$ cat src/rtl/control_unit_mc_if.sv
// Shared types for the K&S control unit plus the controller/datapath bus interface.
// Optional retired-instruction counter port is present only when KS_CU_PERF_EN is defined.

package k_and_s_pkg;

  typedef enum logic [3:0] {
    I_NOP    = 4'd0,
    I_LOAD   = 4'd1,
    I_STORE  = 4'd2,
    I_MOVE   = 4'd3,
    I_ADD    = 4'd4,
    I_SUB    = 4'd5,
    I_AND    = 4'd6,
    I_OR     = 4'd7,
    I_BRANCH = 4'd8,
    I_BZERO  = 4'd9,
    I_BNZERO = 4'd10,
    I_BNEG   = 4'd11,
    I_BNNEG  = 4'd12,
    I_HALT   = 4'd13
  } decoded_instruction_type;

  // Control strobes driven by the control unit towards the datapath and RAM.
  typedef struct packed {
    logic mem_req;
    logic ram_write_enable;
    logic addr_sel;
    logic c_sel;
    logic ir_enable;
    logic pc_enable;
    logic branch;
    logic write_reg_enable;
    logic flags_reg_enable;
    logic halt;
    logic mem_error;
  } cu_ctrl_t;

endpackage

interface control_unit_mc_if
  import k_and_s_pkg::*;
#(
  parameter int unsigned OP_W         = 2,
  parameter int unsigned RETIRE_CNT_W = 16
);

  decoded_instruction_type decoded_instruction;
  logic                    zero_op;
  logic                    neg_op;
  logic                    unsigned_overflow;
  logic                    signed_overflow;
  logic                    mem_ready;

  logic                    mem_req;
  logic                    ram_write_enable;
  logic                    addr_sel;
  logic                    c_sel;
  logic                    ir_enable;
  logic                    pc_enable;
  logic                    branch;
  logic                    write_reg_enable;
  logic                    flags_reg_enable;
  logic [OP_W-1:0]         operation;
  logic                    halt;
  logic                    mem_error;

`ifdef KS_CU_PERF_EN
  logic [RETIRE_CNT_W-1:0] instr_retired;

  modport master (
    input  decoded_instruction, zero_op, neg_op, unsigned_overflow, signed_overflow, mem_ready,
    output mem_req, ram_write_enable, addr_sel, c_sel, ir_enable, pc_enable, branch,
           write_reg_enable, flags_reg_enable, operation, halt, mem_error, instr_retired
  );

  modport slave (
    output decoded_instruction, zero_op, neg_op, unsigned_overflow, signed_overflow, mem_ready,
    input  mem_req, ram_write_enable, addr_sel, c_sel, ir_enable, pc_enable, branch,
           write_reg_enable, flags_reg_enable, operation, halt, mem_error, instr_retired
  );
`else
  localparam int unsigned unused_retire_w = RETIRE_CNT_W;

  modport master (
    input  decoded_instruction, zero_op, neg_op, unsigned_overflow, signed_overflow, mem_ready,
    output mem_req, ram_write_enable, addr_sel, c_sel, ir_enable, pc_enable, branch,
           write_reg_enable, flags_reg_enable, operation, halt, mem_error
  );

  modport slave (
    output decoded_instruction, zero_op, neg_op, unsigned_overflow, signed_overflow, mem_ready,
    input  mem_req, ram_write_enable, addr_sel, c_sel, ir_enable, pc_enable, branch,
           write_reg_enable, flags_reg_enable, operation, halt, mem_error
  );
`endif

endinterface

$ cat src/rtl/control_unit_mc.sv
// Multicycle K&S control unit: fetch/decode/execute sequencing with a variable-latency
// memory handshake, wait-state timeout and sticky HALTED/ERROR stop.
// Optional feature macro: KS_CU_PERF_EN adds a saturating retired-instruction counter.

module control_unit_mc
  import k_and_s_pkg::*;
#(
  parameter int unsigned MEM_WAIT_MAX = 15,
  parameter int unsigned OP_W         = 2,
  parameter int unsigned RETIRE_CNT_W = 16
) (
  input  logic                   clk,
  input  logic                   rst_n,
  control_unit_mc_if.master      bus_io
);

  // Counter only needs to reach MEM_WAIT_MAX-1 before the timeout fires.
  localparam int unsigned WAIT_W = (MEM_WAIT_MAX < 2) ? 1 : $clog2(MEM_WAIT_MAX);

  typedef enum logic [3:0] {
    S_FETCH    = 4'd0,
    S_LATCH_IR = 4'd1,
    S_DECODE   = 4'd2,
    S_EXEC     = 4'd3,
    S_MEM_LD   = 4'd4,
    S_LD_WB    = 4'd5,
    S_MEM_ST   = 4'd6,
    S_BRANCH   = 4'd7,
    S_NEXT     = 4'd8,
    S_HALTED   = 4'd9,
    S_ERROR    = 4'd10
  } state_e;

  state_e            state_q, state_d;
  logic [OP_W-1:0]   op_q, op_d;
  logic [OP_W-1:0]   operation_q;
  logic [WAIT_W-1:0] wait_cnt_q, wait_cnt_d;
  cu_ctrl_t          ctrl_q;
  logic              timeout_c;
  logic              unused_flags;

  assign unused_flags = bus_io.unsigned_overflow ^ bus_io.signed_overflow;

  // Moore output decode for a given state.
  function automatic cu_ctrl_t ctrl_of(input state_e s);
    cu_ctrl_t c;
    c = '0;
    case (s)
      S_FETCH:    begin c.mem_req = 1'b1; c.addr_sel = 1'b1; end
      S_LATCH_IR: begin c.ir_enable = 1'b1; c.addr_sel = 1'b1; end
      S_EXEC:     begin c.write_reg_enable = 1'b1; c.flags_reg_enable = 1'b1; end
      S_MEM_LD:   begin c.mem_req = 1'b1; c.c_sel = 1'b1; end
      S_LD_WB:    begin c.c_sel = 1'b1; c.write_reg_enable = 1'b1; end
      S_MEM_ST:   begin c.mem_req = 1'b1; c.ram_write_enable = 1'b1; end
      S_BRANCH:   begin c.pc_enable = 1'b1; c.branch = 1'b1; end
      S_NEXT:     begin c.pc_enable = 1'b1; end
      S_HALTED:   begin c.halt = 1'b1; end
      S_ERROR:    begin c.halt = 1'b1; c.mem_error = 1'b1; end
      default:    c = '0;
    endcase
    return c;
  endfunction

  // ALU operation encoding for the decoded instruction.
  function automatic logic [OP_W-1:0] op_of(input decoded_instruction_type i);
    case (i)
      I_ADD:   return OP_W'(2'b01);
      I_SUB:   return OP_W'(2'b10);
      I_AND:   return OP_W'(2'b11);
      default: return OP_W'(2'b00);
    endcase
  endfunction

  assign timeout_c = (MEM_WAIT_MAX != 0) &&
                     (wait_cnt_q == WAIT_W'(MEM_WAIT_MAX - 1)) && !bus_io.mem_ready;

  // Next-state, opcode latch and memory wait counter.
  always_comb begin
    state_d    = state_q;
    op_d       = op_q;
    wait_cnt_d = '0;
    case (state_q)
      S_FETCH, S_MEM_LD, S_MEM_ST: begin
        if (bus_io.mem_ready) begin
          case (state_q)
            S_FETCH:  state_d = S_LATCH_IR;
            S_MEM_LD: state_d = S_LD_WB;
            default:  state_d = S_NEXT;
          endcase
        end else if (timeout_c) begin
          state_d = S_ERROR;
        end else begin
          wait_cnt_d = wait_cnt_q + WAIT_W'(1);
        end
      end
      S_LATCH_IR: state_d = S_DECODE;
      S_DECODE: begin
        op_d = op_of(bus_io.decoded_instruction);
        case (bus_io.decoded_instruction)
          I_LOAD:                      state_d = S_MEM_LD;
          I_STORE:                     state_d = S_MEM_ST;
          I_MOVE, I_ADD, I_SUB,
          I_AND, I_OR:                 state_d = S_EXEC;
          I_BRANCH:                    state_d = S_BRANCH;
          I_BZERO:  state_d = bus_io.zero_op  ? S_BRANCH : S_NEXT;
          I_BNZERO: state_d = !bus_io.zero_op ? S_BRANCH : S_NEXT;
          I_BNEG:   state_d = bus_io.neg_op   ? S_BRANCH : S_NEXT;
          I_BNNEG:  state_d = !bus_io.neg_op  ? S_BRANCH : S_NEXT;
          I_HALT:                      state_d = S_HALTED;
          default:                     state_d = S_NEXT;
        endcase
      end
      S_EXEC:   state_d = S_NEXT;
      S_LD_WB:  state_d = S_NEXT;
      S_BRANCH: state_d = S_FETCH;
      S_NEXT:   state_d = S_FETCH;
      S_HALTED: state_d = S_HALTED;
      S_ERROR:  state_d = S_ERROR;
      default:  state_d = S_FETCH;
    endcase
  end

  // State register with outputs registered from the next state.
  always_ff @(posedge clk or negedge rst_n) begin
    if (!rst_n) begin
      state_q     <= S_FETCH;
      op_q        <= '0;
      wait_cnt_q  <= '0;
      ctrl_q      <= ctrl_of(S_FETCH);
      operation_q <= '0;
    end else begin
      state_q     <= state_d;
      op_q        <= op_d;
      wait_cnt_q  <= wait_cnt_d;
      ctrl_q      <= ctrl_of(state_d);
      operation_q <= (state_d == S_EXEC) ? op_d : '0;
    end
  end

  assign bus_io.mem_req          = ctrl_q.mem_req;
  assign bus_io.ram_write_enable = ctrl_q.ram_write_enable;
  assign bus_io.addr_sel         = ctrl_q.addr_sel;
  assign bus_io.c_sel            = ctrl_q.c_sel;
  assign bus_io.ir_enable        = ctrl_q.ir_enable;
  assign bus_io.pc_enable        = ctrl_q.pc_enable;
  assign bus_io.branch           = ctrl_q.branch;
  assign bus_io.write_reg_enable = ctrl_q.write_reg_enable;
  assign bus_io.flags_reg_enable = ctrl_q.flags_reg_enable;
  assign bus_io.halt             = ctrl_q.halt;
  assign bus_io.mem_error        = ctrl_q.mem_error;
  assign bus_io.operation        = operation_q;

`ifdef KS_CU_PERF_EN
  logic [RETIRE_CNT_W-1:0] retired_q;

  // Saturating count of cycles that advance the PC.
  always_ff @(posedge clk or negedge rst_n) begin
    if (!rst_n) begin
      retired_q <= '0;
    end else if (ctrl_q.pc_enable && (retired_q != '1)) begin
      retired_q <= retired_q + RETIRE_CNT_W'(1);
    end
  end

  assign bus_io.instr_retired = retired_q;
`else
  localparam int unsigned unused_retire_w = RETIRE_CNT_W;
`endif

endmodule
$ cat src/flat_wrapper.sv
// flat-port wrapper written by rule: the top's interface ports become plain ports
module control_unit_mc_flat import k_and_s_pkg::*;
#(
  parameter int unsigned MEM_WAIT_MAX = 15,
  parameter int unsigned OP_W         = 2,
  parameter int unsigned RETIRE_CNT_W = 16
)
  (clk, rst_n, bus_io_decoded_instruction, bus_io_zero_op, bus_io_neg_op, bus_io_unsigned_overflow, bus_io_signed_overflow, bus_io_mem_ready, bus_io_mem_req, bus_io_ram_write_enable, bus_io_addr_sel, bus_io_c_sel, bus_io_ir_enable, bus_io_pc_enable, bus_io_branch, bus_io_write_reg_enable, bus_io_flags_reg_enable, bus_io_operation, bus_io_halt, bus_io_mem_error);
  control_unit_mc_if #(.OP_W(OP_W), .RETIRE_CNT_W(RETIRE_CNT_W)) bus_io_i ();
  input  logic clk;
  input  logic rst_n;
  input wire logic [$bits(bus_io_i.decoded_instruction)-1:0] bus_io_decoded_instruction;
  input wire logic [$bits(bus_io_i.zero_op)-1:0] bus_io_zero_op;
  input wire logic [$bits(bus_io_i.neg_op)-1:0] bus_io_neg_op;
  input wire logic [$bits(bus_io_i.unsigned_overflow)-1:0] bus_io_unsigned_overflow;
  input wire logic [$bits(bus_io_i.signed_overflow)-1:0] bus_io_signed_overflow;
  input wire logic [$bits(bus_io_i.mem_ready)-1:0] bus_io_mem_ready;
  output wire logic [$bits(bus_io_i.mem_req)-1:0] bus_io_mem_req;
  output wire logic [$bits(bus_io_i.ram_write_enable)-1:0] bus_io_ram_write_enable;
  output wire logic [$bits(bus_io_i.addr_sel)-1:0] bus_io_addr_sel;
  output wire logic [$bits(bus_io_i.c_sel)-1:0] bus_io_c_sel;
  output wire logic [$bits(bus_io_i.ir_enable)-1:0] bus_io_ir_enable;
  output wire logic [$bits(bus_io_i.pc_enable)-1:0] bus_io_pc_enable;
  output wire logic [$bits(bus_io_i.branch)-1:0] bus_io_branch;
  output wire logic [$bits(bus_io_i.write_reg_enable)-1:0] bus_io_write_reg_enable;
  output wire logic [$bits(bus_io_i.flags_reg_enable)-1:0] bus_io_flags_reg_enable;
  output wire logic [$bits(bus_io_i.operation)-1:0] bus_io_operation;
  output wire logic [$bits(bus_io_i.halt)-1:0] bus_io_halt;
  output wire logic [$bits(bus_io_i.mem_error)-1:0] bus_io_mem_error;
  assign bus_io_i.decoded_instruction = bus_io_decoded_instruction;
  assign bus_io_i.zero_op = bus_io_zero_op;
  assign bus_io_i.neg_op = bus_io_neg_op;
  assign bus_io_i.unsigned_overflow = bus_io_unsigned_overflow;
  assign bus_io_i.signed_overflow = bus_io_signed_overflow;
  assign bus_io_i.mem_ready = bus_io_mem_ready;
  assign bus_io_mem_req = bus_io_i.mem_req;
  assign bus_io_ram_write_enable = bus_io_i.ram_write_enable;
  assign bus_io_addr_sel = bus_io_i.addr_sel;
  assign bus_io_c_sel = bus_io_i.c_sel;
  assign bus_io_ir_enable = bus_io_i.ir_enable;
  assign bus_io_pc_enable = bus_io_i.pc_enable;
  assign bus_io_branch = bus_io_i.branch;
  assign bus_io_write_reg_enable = bus_io_i.write_reg_enable;
  assign bus_io_flags_reg_enable = bus_io_i.flags_reg_enable;
  assign bus_io_operation = bus_io_i.operation;
  assign bus_io_halt = bus_io_i.halt;
  assign bus_io_mem_error = bus_io_i.mem_error;
  control_unit_mc #(.MEM_WAIT_MAX(MEM_WAIT_MAX), .OP_W(OP_W), .RETIRE_CNT_W(RETIRE_CNT_W)) u_core (.clk(clk), .rst_n(rst_n), .bus_io(bus_io_i));
endmodule
$ cat config.mk
export PLATFORM = sky130hd
export DESIGN_NAME = control_unit_mc_flat
export DESIGN_NICKNAME = d
export VERILOG_FILES = /design/src/rtl/control_unit_mc_if.sv /design/src/rtl/control_unit_mc.sv /design/src/flat_wrapper.sv
export SDC_FILE = /design/constraint.sdc
export NUM_CORES = 1
export LEC_CHECK = 0
export BUFFER_PORTS_ARGS = -buffer_cell sky130_fd_sc_hd__buf_2
export CAP_MARGIN = 30
export CORE_UTILIZATION = 58
export CTS_CLUSTER_SIZE = 25
export DETAILED_ROUTE_END_ITERATION = 12
export PLACE_DENSITY = 0.83
export SLEW_MARGIN = 20
export SYNTH_ARGS = -nofsm -noshare
export SYNTH_HDL_FRONTEND = slang
export SYNTH_SLANG_ARGS = --single-unit
$ cat constraint.sdc
create_clock -name clk -period 6.7 [get_ports clk]
set_input_delay 1.005 -clock clk [delete_from_list [all_inputs] [get_ports clk]]
set_output_delay 1.005 -clock clk [all_outputs]
set_load 0.05 [all_outputs]
==> results of run 1 <==
## power breakdown
part	switching [µW]	internal, µW	leakage (µW)
registers	33.8	165	0.000279
logic	183	92.8	0.000327
clock network	35.1	23.2	0.0000150
total	252	281	0.000621
## layout make-up
class	count	area share (%)
clock buffers	4	1.950
inverters	7	1.950
multi-input cells	90	46.61
flip-flops and latches	21	39.18
well taps	27	2.507
repair buffers	21	7.799
## stage by stage
step / instance area (µm²) / setup WS (ps) / utilization, % / power (µW)
2_1_floorplan: 1275 / 4243 / - / 431.9
3_3_place_gp: 1321 / 3930 / 65.35 / 462.9
3_5_place_dp: 1321 / 3830 / 65.35 / 474.7
4_1_cts: 1348 / 4136 / 66.65 / 533.5
5_1_grt: 1348 / 4020 / 66.65 / 568.3
6_report: 1348 / 4157 / 66.65 / 533.0
## worst max-delay path by stage
| stage | to | from | cells after the start |
|---|---|---|---|
| 2_1_floorplan | u_core.bus_io.write_reg_enable | bus_io_decoded_instruction[1] | 8 |
| 3_3_place_gp | u_core.bus_io.write_reg_enable | bus_io_decoded_instruction[1] | 7 |
| 3_5_place_dp | u_core.bus_io.write_reg_enable | bus_io_decoded_instruction[1] | 7 |
| 4_1_cts | u_core.bus_io.write_reg_enable | bus_io_decoded_instruction[1] | 7 |
| 5_1_grt | u_core.bus_io.write_reg_enable | bus_io_decoded_instruction[1] | 7 |
| 6_report | u_core.bus_io.write_reg_enable | bus_io_decoded_instruction[1] | 7 |
## kinds of logic (layout without fill, tap and decap cells)
logic type	count (synthesis)	in the layout	synth area share (%)
DFF	21	21	41.41
muxes	1	1	1.766
buffers and inverters	17	32	9.322
and+or+nand+nor	49	49	20.71
adders and majority gates	2	2	1.962
AOI/OAI and AO/OA	34	34	22.08
xor gates and xnor gates	4	4	2.748
## flip-flops by register name, indices dropped and copies added, names as in the netlist
name                            count
u_core.bus_io.flags_reg_enable      1
u_core.state_q                      4
u_core.bus_io.mem_req               1
u_core.bus_io.ir_enable             1
u_core.bus_io.operation             2
u_core.bus_io.mem_error             1
u_core.bus_io.halt                  1
u_core.bus_io.pc_enable             1
u_core.bus_io.c_sel                 1
u_core.bus_io.addr_sel              1
u_core.bus_io.branch                1
u_core.bus_io.write_reg_enable      1
u_core.wait_cnt_q                   4
u_core.bus_io.ram_write_enable      1
## Yosys cell counts (2+ instances only)
| cell type | instances |
|---|---|
| o21ai_0 | 3 |
| or2_2 | 2 |
| nand2b_1 | 2 |
| o21a_1 | 3 |
| nand3b_1 | 2 |
| nor3_1 | 8 |
| clkbuf_8 | 2 |
| o221ai_1 | 2 |
| nor2_1 | 13 |
| a21oi_1 | 7 |
| o2bb2ai_1 | 2 |
| dfrtp_1 | 19 |
| dfstp_2 | 2 |
| ha_1 | 2 |
| o32a_1 | 2 |
| xnor2_1 | 3 |
| nand3_1 | 2 |
| inv_1 | 6 |
| buf_4 | 3 |
| buf_6 | 3 |
| nand2_1 | 8 |
| nor2b_1 | 3 |
## routing by layer
metal  global-route usage [%]  routed length (µm)  vias up
met5                        0                   0        -
met4                    4.412                  23        0
met3                    7.477                  93        2
met2                    38.43                1251       25
met1                    27.02                1043      491
li1                         -                   -      496
==> flow_summary_export.csv, run 1 <==
group,metric,value,unit
route,firstDrtPassIters,4,
cts,clockRootBuffer,"clkbuf_4",
floorplan,die_w,48.89,µm
synth,yosys-top-cells-area,"dfrtp_1 (37%), dfstp_2 (4.1%), nor2_1 (3.8%), nor3_1 (3.1%), a21oi_1 (2.7%)",
timing,hold_viol_final,0,
cts,post_cts_buffers,0,
timing,fin_crit_sh,37.96,%
worst_setup_path,critPathBufInv,2,
global_route,grt_pass1_vias,958,
worst_setup_path,rrSetupSlack,4270,ps
route,avgRoutedWirePerCell,14.19,µm
timing,finalClockSkew,1.999,ps
timing,layout_min_cycle_time,2543,ps
worst_setup_path,critPathRequiredTime,6880,ps
layout,seq_area,528.0,µm²
global_route,grt_pass1_wl,4126,µm
worst_setup_path,crit_chain,"buf_2 > nand2b_1 > o221ai_1 > a311oi_1 > inv_1 > o21ai_1 > o32ai_2",
worst_setup_path,critPathMaxFanout,18,
floorplan,ios,24,
hold_path,whs_endpoint,"u_core.wait_cnt_q[0]",
route,routed_via_density,5.965,
worst_setup_path,worstSetupPathType,"in2reg",
layout,final_cells,170,
place,dp.cells,166,
cts,clock_latency,300,ps
layout,drive_above_1_share,26.57,%
worst_setup_path,cp_slowest_cell,"a311oi_1",
cts,cts_buffers,3,
synth,ys_seq_area_share,41.41,%
cts,cts_num_sinks,21,
power,peakVddDrop,302.3,µV
layout,multi_input_area,628.1,µm²
global_route,globalRouteOverflowTotal,0,
timing,relSlewSlack,62.52,%
synth,yosysTopAreaCellShare,37.29,%
layout,final_cell_mix,"buf_2 (21), dfrtp_1 (19), nor2_1 (13)",
cts,cts_tree,"built",
hold_path,hold_class,"reg2reg",
layout,nets,157,
timing,final-setup-viol-count,0,
synth,syn_nets,141,
worst_setup_path,endpoint_kind,"flip-flop",
layout,final_common_cell,"buf_2",
timing,fmax,393.2,MHz
hold_path,hold_depth,1,
synth,synthesis.area,1275,µm²
synth,synth-main-ff-cell,"dfrtp_1",
route,drt_iter0_drc,27,
place,gp_congestion,0.8212,
floorplan,initial_core_util,63.06,%
synth,synth_edf_count,0,
worst_setup_path,reg2regPathDepth,5,
timing,tns,0,ps
timing,hold_ws,506.7,ps
run_status,outcome,"complete, no violations",
cts,post_cts_resize_count,0,
layout,diodes,0,
route,antenna_left,0,
synth,syn-mean-instance-area,9.961,µm²
route,routed_wl,2412,µm
synth,netlist_instances,128,
timing,rsz0062_at_grt,"false",
cts,htree_levels,1,
cts,clk_path_buf_depth,2,
cts,hold_buffers,0,
floorplan,die_area,2390,µm²
global_route,antenna_found_initial,0,
power,p_leak,0.0006209,µW
worst_setup_path,cp-start-kind,"input pin",
route,drc_errors,0,
synth,ys_ff_latch,21,
worst_setup_path,reg2reg_to,"u_core.bus_io.write_reg_enable",
synth,yosysUniqueCellTypes,51,
global_route,grt_start_max_net_pins,22,
cts,clkTransAtPathRegs,110,ps
hold_path,hold_path_startpoint,"u_core.wait_cnt_q[0]",
worst_setup_path,cp.arrival,2730,ps
worst_setup_path,slowest_delay,540,ps
floorplan,coreArea,2022,µm²
worst_setup_path,rr_startpoint,"u_core.state_q[2]",
power,power.density,395.5,nW/µm²
layout,nFillCells,176,
synth,yosysWarnings,0,
synth,synthArstFlopShare,100.0,%
layout,syn2layout_area_growth,5.692,%
floorplan,die_y,48.89,µm
floorplan,rows,16,
place,place_hpwl,1772,µm
global_route,grtUsageTotal,22.27,%
timing,tightest_slew,558.4,ps
place,portBuffers,21,
synth,synth_top_area_cell,"dfrtp_1",
route,routed-via-count,1014,
worst_setup_path,critical_path.top_delay_family,"compound AO/OA/AOI/OAI gates",
timing,drv_slew,0,
job,max-cap-violations,0,
Note: power is estimated with default switching activity, not from simulation.
==> inputs of run 2 (changes only) <==
CORE_UTILIZATION = 49   (was 58)
PLACE_DENSITY = 0.75   (was 0.83)
clock period = 2.2 ns   (was 6.7 ns; I/O delays follow)
==> run 2 against run 1 <==
Against the previous run: sequential power grew to 2.7 times the previous value; global-route usage is 1.9 points lower; count of clock-buffer cells in the layout fell by 1; die area grew 18%; worst setup slack lost 4100 ps; power grew to 3.2 times the previous value; critical path depth down 1; utilization is 8.6 points lower; critical endpoint is now u_core.bus_io.halt; largest power group unchanged; highest routed layer unchanged.
==> flow_summary_export.csv, run 2 (synthesis gave the netlist of run 1 again) <==
group,metric,value,unit
cts,cts_num_sinks,21,
place,gp_congestion,0.7798,
global_route,grt_start_max_net_pins,22,
route,routed-via-count,1043,
place,placed_area,1385,µm²
layout,final_common_cell,"buf_2",
layout,seq_area,528.0,µm²
route,drc_errors,0,
floorplan,initial_core_util,51.46,%
cts,htree_levels,1,
worst_setup_path,rrSetupSlack,80,ps
timing,final-setup-viol-count,0,
route,routed_wl,2430,µm
worst_setup_path,worstSetupPathType,"reg2reg",
job,max-cap-violations,0,
layout,final_cell_mix,"buf_2 (21), dfrtp_1 (19), nor2_1 (13)",
timing,finalClockSkew,2.320,ps
timing,fin_crit_sh,96.41,%
hold_path,hold_path_startpoint,"bus_io_decoded_instruction[0]",
cts,cts_buffers,3,
worst_setup_path,endpoint_kind,"flip-flop",
worst_setup_path,rr_startpoint,"u_core.state_q[3]",
timing,drv_slew,0,
timing,rsz0062_at_grt,"false",
cts,clkTransAtPathRegs,120,ps
run_status,outcome,"complete, no violations",
worst_setup_path,cp.arrival,2360,ps
timing,tightest_slew,438.9,ps
worst_setup_path,critPathMaxFanout,3,
cts,cts_tree,"built",
power,total_power,1726,µW
layout,diodes,0,
route,routed_via_density,5.731,
cts,clk_path_buf_depth,2,
worst_setup_path,crit_chain,"or4b_1 > a311o_1 > a2111oi_4 > buf_4 > o21ai_0 > a21oi_1",
global_route,grt_pass1_wl,4098,µm
power,peakVddDrop,757.0,µV
worst_setup_path,reg2reg_to,"u_core.bus_io.halt",
timing,fin_ws,78.91,ps
timing,layout_min_cycle_time,2121,ps
timing,hold_ws,357.5,ps
cts,clock_latency,310,ps
floorplan,ios,24,
global_route,globalRouteOverflowTotal,0,
route,avgRoutedWirePerCell,13.35,µm
global_route,grt_pass1_vias,935,
layout,nets,166,
global_route,antenna_found_initial,0,
power,p_leak,0.0006705,µW
timing,tns,0,ps
power,power.density,1199,nW/µm²
floorplan,die_w,53.01,µm
layout,nFillCells,232,
hold_path,hold_depth,2,
layout,stdcell_area,1439,µm²
route,drt_iter0_drc,24,
cts,post_cts_buffers,0,
worst_setup_path,reg2regPathDepth,6,
route,firstDrtPassIters,4,
floorplan,die_y,53.01,µm
layout,multi_input_area,644.4,µm²
timing,hold_viol_final,0,
route,antenna_left,0,
place,portBuffers,21,
layout,drive_above_1_share,32.89,%
timing,fmax,471.5,MHz
hold_path,hold_class,"in2reg",
global_route,grtUsageTotal,20.37,%
place,dp_worst_setup_slack,73.68,ps
floorplan,rows,18,
layout,syn2layout_area_growth,12.86,%
worst_setup_path,cp-start-kind,"flip-flop",
cts,clockRootBuffer,"clkbuf_4",
worst_setup_path,critical_path.top_delay_family,"compound AO/OA/AOI/OAI gates",
place,place_hpwl,1716,µm
floorplan,coreArea,2477,µm²
worst_setup_path,critPathBufInv,1,
hold_path,whs_endpoint,"u_core.bus_io.operation[0]",
worst_setup_path,slowest_delay,540,ps
worst_setup_path,cp_slowest_cell,"or4b_1",
floorplan,die_area,2810,µm²
timing,relSlewSlack,70.74,%
worst_setup_path,critPathRequiredTime,2440,ps
[run 2: worst reg2reg max path: stages, from the launching register on]
cell and delay (ps):
dfrtp_1 400, or4b_1 540, a311o_1 340, a2111oi_4 370, buf_4 180, o21ai_0 70
a21oi_1 160
[run 2: cell type report]
class / count / area share (%)
Timing Repair Buffer: 30 / 12.17
Clock buffer: 3 / 1.565
Clock inverter: 1 / 0.3478
Sequential cell: 21 / 36.70
Tap cell: 30 / 2.609
Multi-Input combinational cell: 90 / 44.78
Inverter: 7 / 1.826
[run 2: where the power goes]
group	switching (µW)	total [µW]	internal (µW)
registers	37.2	540	503
clock network	120	188	67.9
logic	636	998	362
[run 2: per-layer routing]
| metal | vias up | wire length (µm) | track usage (%) |
|---|---|---|---|
| li1 | 511 | - | - |
| met1 | 490 | 1055 | 24.56 |
| met2 | 33 | 1204 | 34.39 |
| met3 | 9 | 91 | 3.448 |
| met4 | 0 | 78 | 10.53 |
| met5 | - | 0 | 0 |
[run 2: what timing repair did]
item / in CTS / in global routing
endpoints found under the hold margin: 19 / 0
resized for setup: 0 / 4
hold buffers: 1 / 0
endpoints found under the setup margin: 0 / 8
[run 2: worst max path at each step]
stage,startpoint,end,slack [ps],cells past startpoint
after CTS,u_core.state_q[3],u_core.bus_io.write_reg_enable,50,5
after floorplan,u_core.state_q[3],u_core.bus_io.write_reg_enable,0.6,7
after detailed placement,u_core.state_q[3],u_core.bus_io.write_reg_enable,70,5
after global routing,u_core.wait_cnt_q[0],u_core.bus_io.halt,2,7
final,u_core.state_q[3],u_core.bus_io.halt,80,6
after global placement,u_core.state_q[3],u_core.bus_io.write_reg_enable,80,5
[run 2: through the flow]
step	cells	utilization, %
6_report	182	58.08
5_1_grt	182	58.08
4_1_cts	182	57.42
3_5_place_dp	177	55.91
3_3_place_gp	177	55.91
2_1_floorplan	128	-
==> inputs of run 3 (changes only) <==
ABC_AREA = 1   (was unset)
CORE_UTILIZATION = 48   (was 49)
PLACE_DENSITY = 0.74   (was 0.75)
==> run 3 against run 2 <==
Against the previous run: wire length decreased by 7.9%; critical path depth is 4 higher; global-route usage shrank 0.81 points; register-to-register slack improved by 530 ps; non-clock buffer count fell by 8; critical path type unchanged; clock skew up 11 ps; maximum frequency up 33%; sequential power down 29%; count of clock-buffer cells in the layout did not move.
==> flow_summary_export.csv, run 3 <==
group,metric,value,unit
route,routed_via_density,4.862,
floorplan,initial_core_util,52.17,%
place,dp_worst_setup_slack,626.4,ps
synth,synth-main-ff-cell,"dfrtp_1",
place,dp.cells,213,
timing,tightest_slew,444.1,ps
power,power.density,458.5,nW/µm²
layout,final_cell_mix,"nand2_1 (44), nor2_1 (27), inv_1 (24)",
cts,clk_path_buf_depth,2,
route,routed-via-count,1060,
route,antenna_left,0,
cts,post_cts_resize_count,0,
route,firstDrtPassIters,4,
cts,clkTransAtPathRegs,120,ps
timing,final-setup-viol-count,0,
route,drt_iter0_drc,30,
floorplan,die_w,51.74,µm
place,gp_congestion,0.8434,
worst_setup_path,critPathRequiredTime,2400,ps
cts,htree_levels,1,
layout,nets,204,
synth,netlist_instances,164,
power,p_leak,0.0008154,µW
power,peakVddDrop,399.3,µV
synth,ys_seq_area_share,44.47,%
timing,fin_crit_sh,72.30,%
synth,syn-mean-instance-area,7.240,µm²
timing,fmax,628.7,MHz
timing,fin_ws,609.5,ps
global_route,globalRouteOverflowTotal,0,
synth,yosysTopAreaCellShare,40.04,%
synth,syn_nets,177,
layout,diodes,0,
power,total_power,627.0,µW
timing,relSlewSlack,70.39,%
run_status,outcome,"complete, no violations",
worst_setup_path,cp-start-kind,"flip-flop",
synth,yosysWarnings,0,
floorplan,die_area,2677,µm²
layout,syn2layout_area_growth,15.17,%
layout,final_common_cell,"nand2_1",
timing,drv_slew,0,
timing,hold_viol_final,0,
hold_path,hold_class,"in2reg",
cts,clockRootBuffer,"clkbuf_4",
cts,hold_buffers,1,
job,max-cap-violations,0,
cts,clock_latency,310,ps
cts,cts_tree,"built",
route,routed_wl,2239,µm
synth,synth_top_area_cell,"dfrtp_1",
synth,ys_ff_latch,21,
layout,final_cells,218,
timing,tns,0,ps
synth,synthesis.area,1187,µm²
worst_setup_path,cp.arrival,1790,ps
timing,finalClockSkew,13.73,ps
synth,synthArstFlopShare,100.0,%
cts,cts_num_sinks,21,
synth,yosysUniqueCellTypes,21,
global_route,grtUsageTotal,19.56,%
cts,cts_buffers,3,
synth,synth_most_common_cell,"nand2_1",
synth,synth_edf_count,0,
route,avgRoutedWirePerCell,10.27,µm
global_route,grt_pass1_wl,3905,µm
route,drc_errors,0,
synth,yosys-top-cells-area,"dfrtp_1 (40%), nand2_1 (14%), nor2_1 (8.5%), nand3_1 (7.6%), inv_1 (7.6%)",
floorplan,ios,24,
global_route,antenna_found_initial,0,
global_route,grt_pass1_vias,970,
timing,rsz0062_at_grt,"false",
timing,layout_min_cycle_time,1591,ps
worst_setup_path,worstSetupPathType,"reg2reg",
synth,synth_common_cells,"nand2_1 (44), nor2_1 (27), inv_1 (24), dfrtp_1 (19), nand3_1 (18)",
floorplan,rows,17,
place,place_hpwl,1745,µm
place,portBuffers,21,
floorplan,coreArea,2276,µm²
global_route,grt_start_max_net_pins,22,
cts,post_cts_buffers,0,
floorplan,die_y,51.74,µm
worst_setup_path,endpoint_kind,"flip-flop",
layout,drive_above_1_share,23.16,%
worst_setup_path,critPathMaxFanout,7,
## run 3: changes by cell type in the layout (fill, tap and decap cells not counted), sizes merged, moves of 4 or more
cell / delta
nor2: +21
a21oi: -5
nor3: -8
inv: +20
nand3: +16
nand2: +42
buf: -8
nand4: +4
## run 3: area by class of cell
class	instances	area, µm²
fillers	212	908.4
multi-input cells	116	558.0
flip-flops and latches	21	528.0
repair buffers	22	115.1
inverters	27	101.3
well taps	28	35.03
clock buffers	3	22.52
clock inverters	1	7.507
## run 3: cells by family (layout without fill, tap and decap cells)
kind of cell / Yosys count / in the layout / share of synthesized area [%]
AO/OA/AOI/OAI: 3 / 3 / 1.580
XOR/XNOR: 2 / 2 / 1.476
adder cells (fa/ha/maj): 2 / 2 / 2.107
buffers and inverters: 27 / 53 / 8.536
flip-flops: 21 / 21 / 44.47
AND/OR/NAND/NOR: 109 / 109 / 41.83
## run 3: critical path, stage by stage, from the launching register on
cell	delay (ps)
dfrtp_1	400
inv_1	60
ha_1	200
nand3_1	120
a21oi_1	90
a21oi_2	250
nand2_4	110
nand2_1	90
inv_2	40
nand2_1	80
nand2_1	50
## run 3: final timing paths
| check | start | endpoint | slack, ps | cells past startpoint |
|---|---|---|---|---|
| min in group asynchronous | rst_n | u_core.state_q[2] | 480 | 2 |
| min reg2reg | u_core.wait_cnt_q[0] | u_core.wait_cnt_q[0] | 500 | 1 |
| min | bus_io_decoded_instruction[0] | u_core.bus_io.operation[0] | 240 | 2 |
| max | u_core.wait_cnt_q[0] | u_core.bus_io.write_reg_enable | 610 | 10 |
| max reg2reg | u_core.wait_cnt_q[0] | u_core.bus_io.write_reg_enable | 610 | 10 |
| max in group asynchronous | rst_n | u_core.bus_io.addr_sel | 1370 | 2 |
## run 3: stage by stage
step	cell area (µm²)	util (%)	hold slack (ps)
after floorplan	1187	-	34.41
after global placement	1328	58.33	291.0
after detailed placement	1328	58.33	302.8
after CTS	1368	60.09	235.3
after global routing	1368	60.09	226.9
final	1368	60.09	244.6
## run 3: metal layers
layer / part of all wire (%) / GRT usage, %
met1: 47 / 25.43
met2: 47 / 32.47
met3: 5.4 / 5.556
met4: 0 / 4.054
met5: 0 / 0
## run 3: where the power goes
part	total (µW)	switching [µW]	internal (µW)	leakage (µW)
registers	386	0	386	0.000271
clock network	185	116	69.4	0.0000139
logic	55.7	37.3	18.4	0.000531
total	627	153	474	0.000815
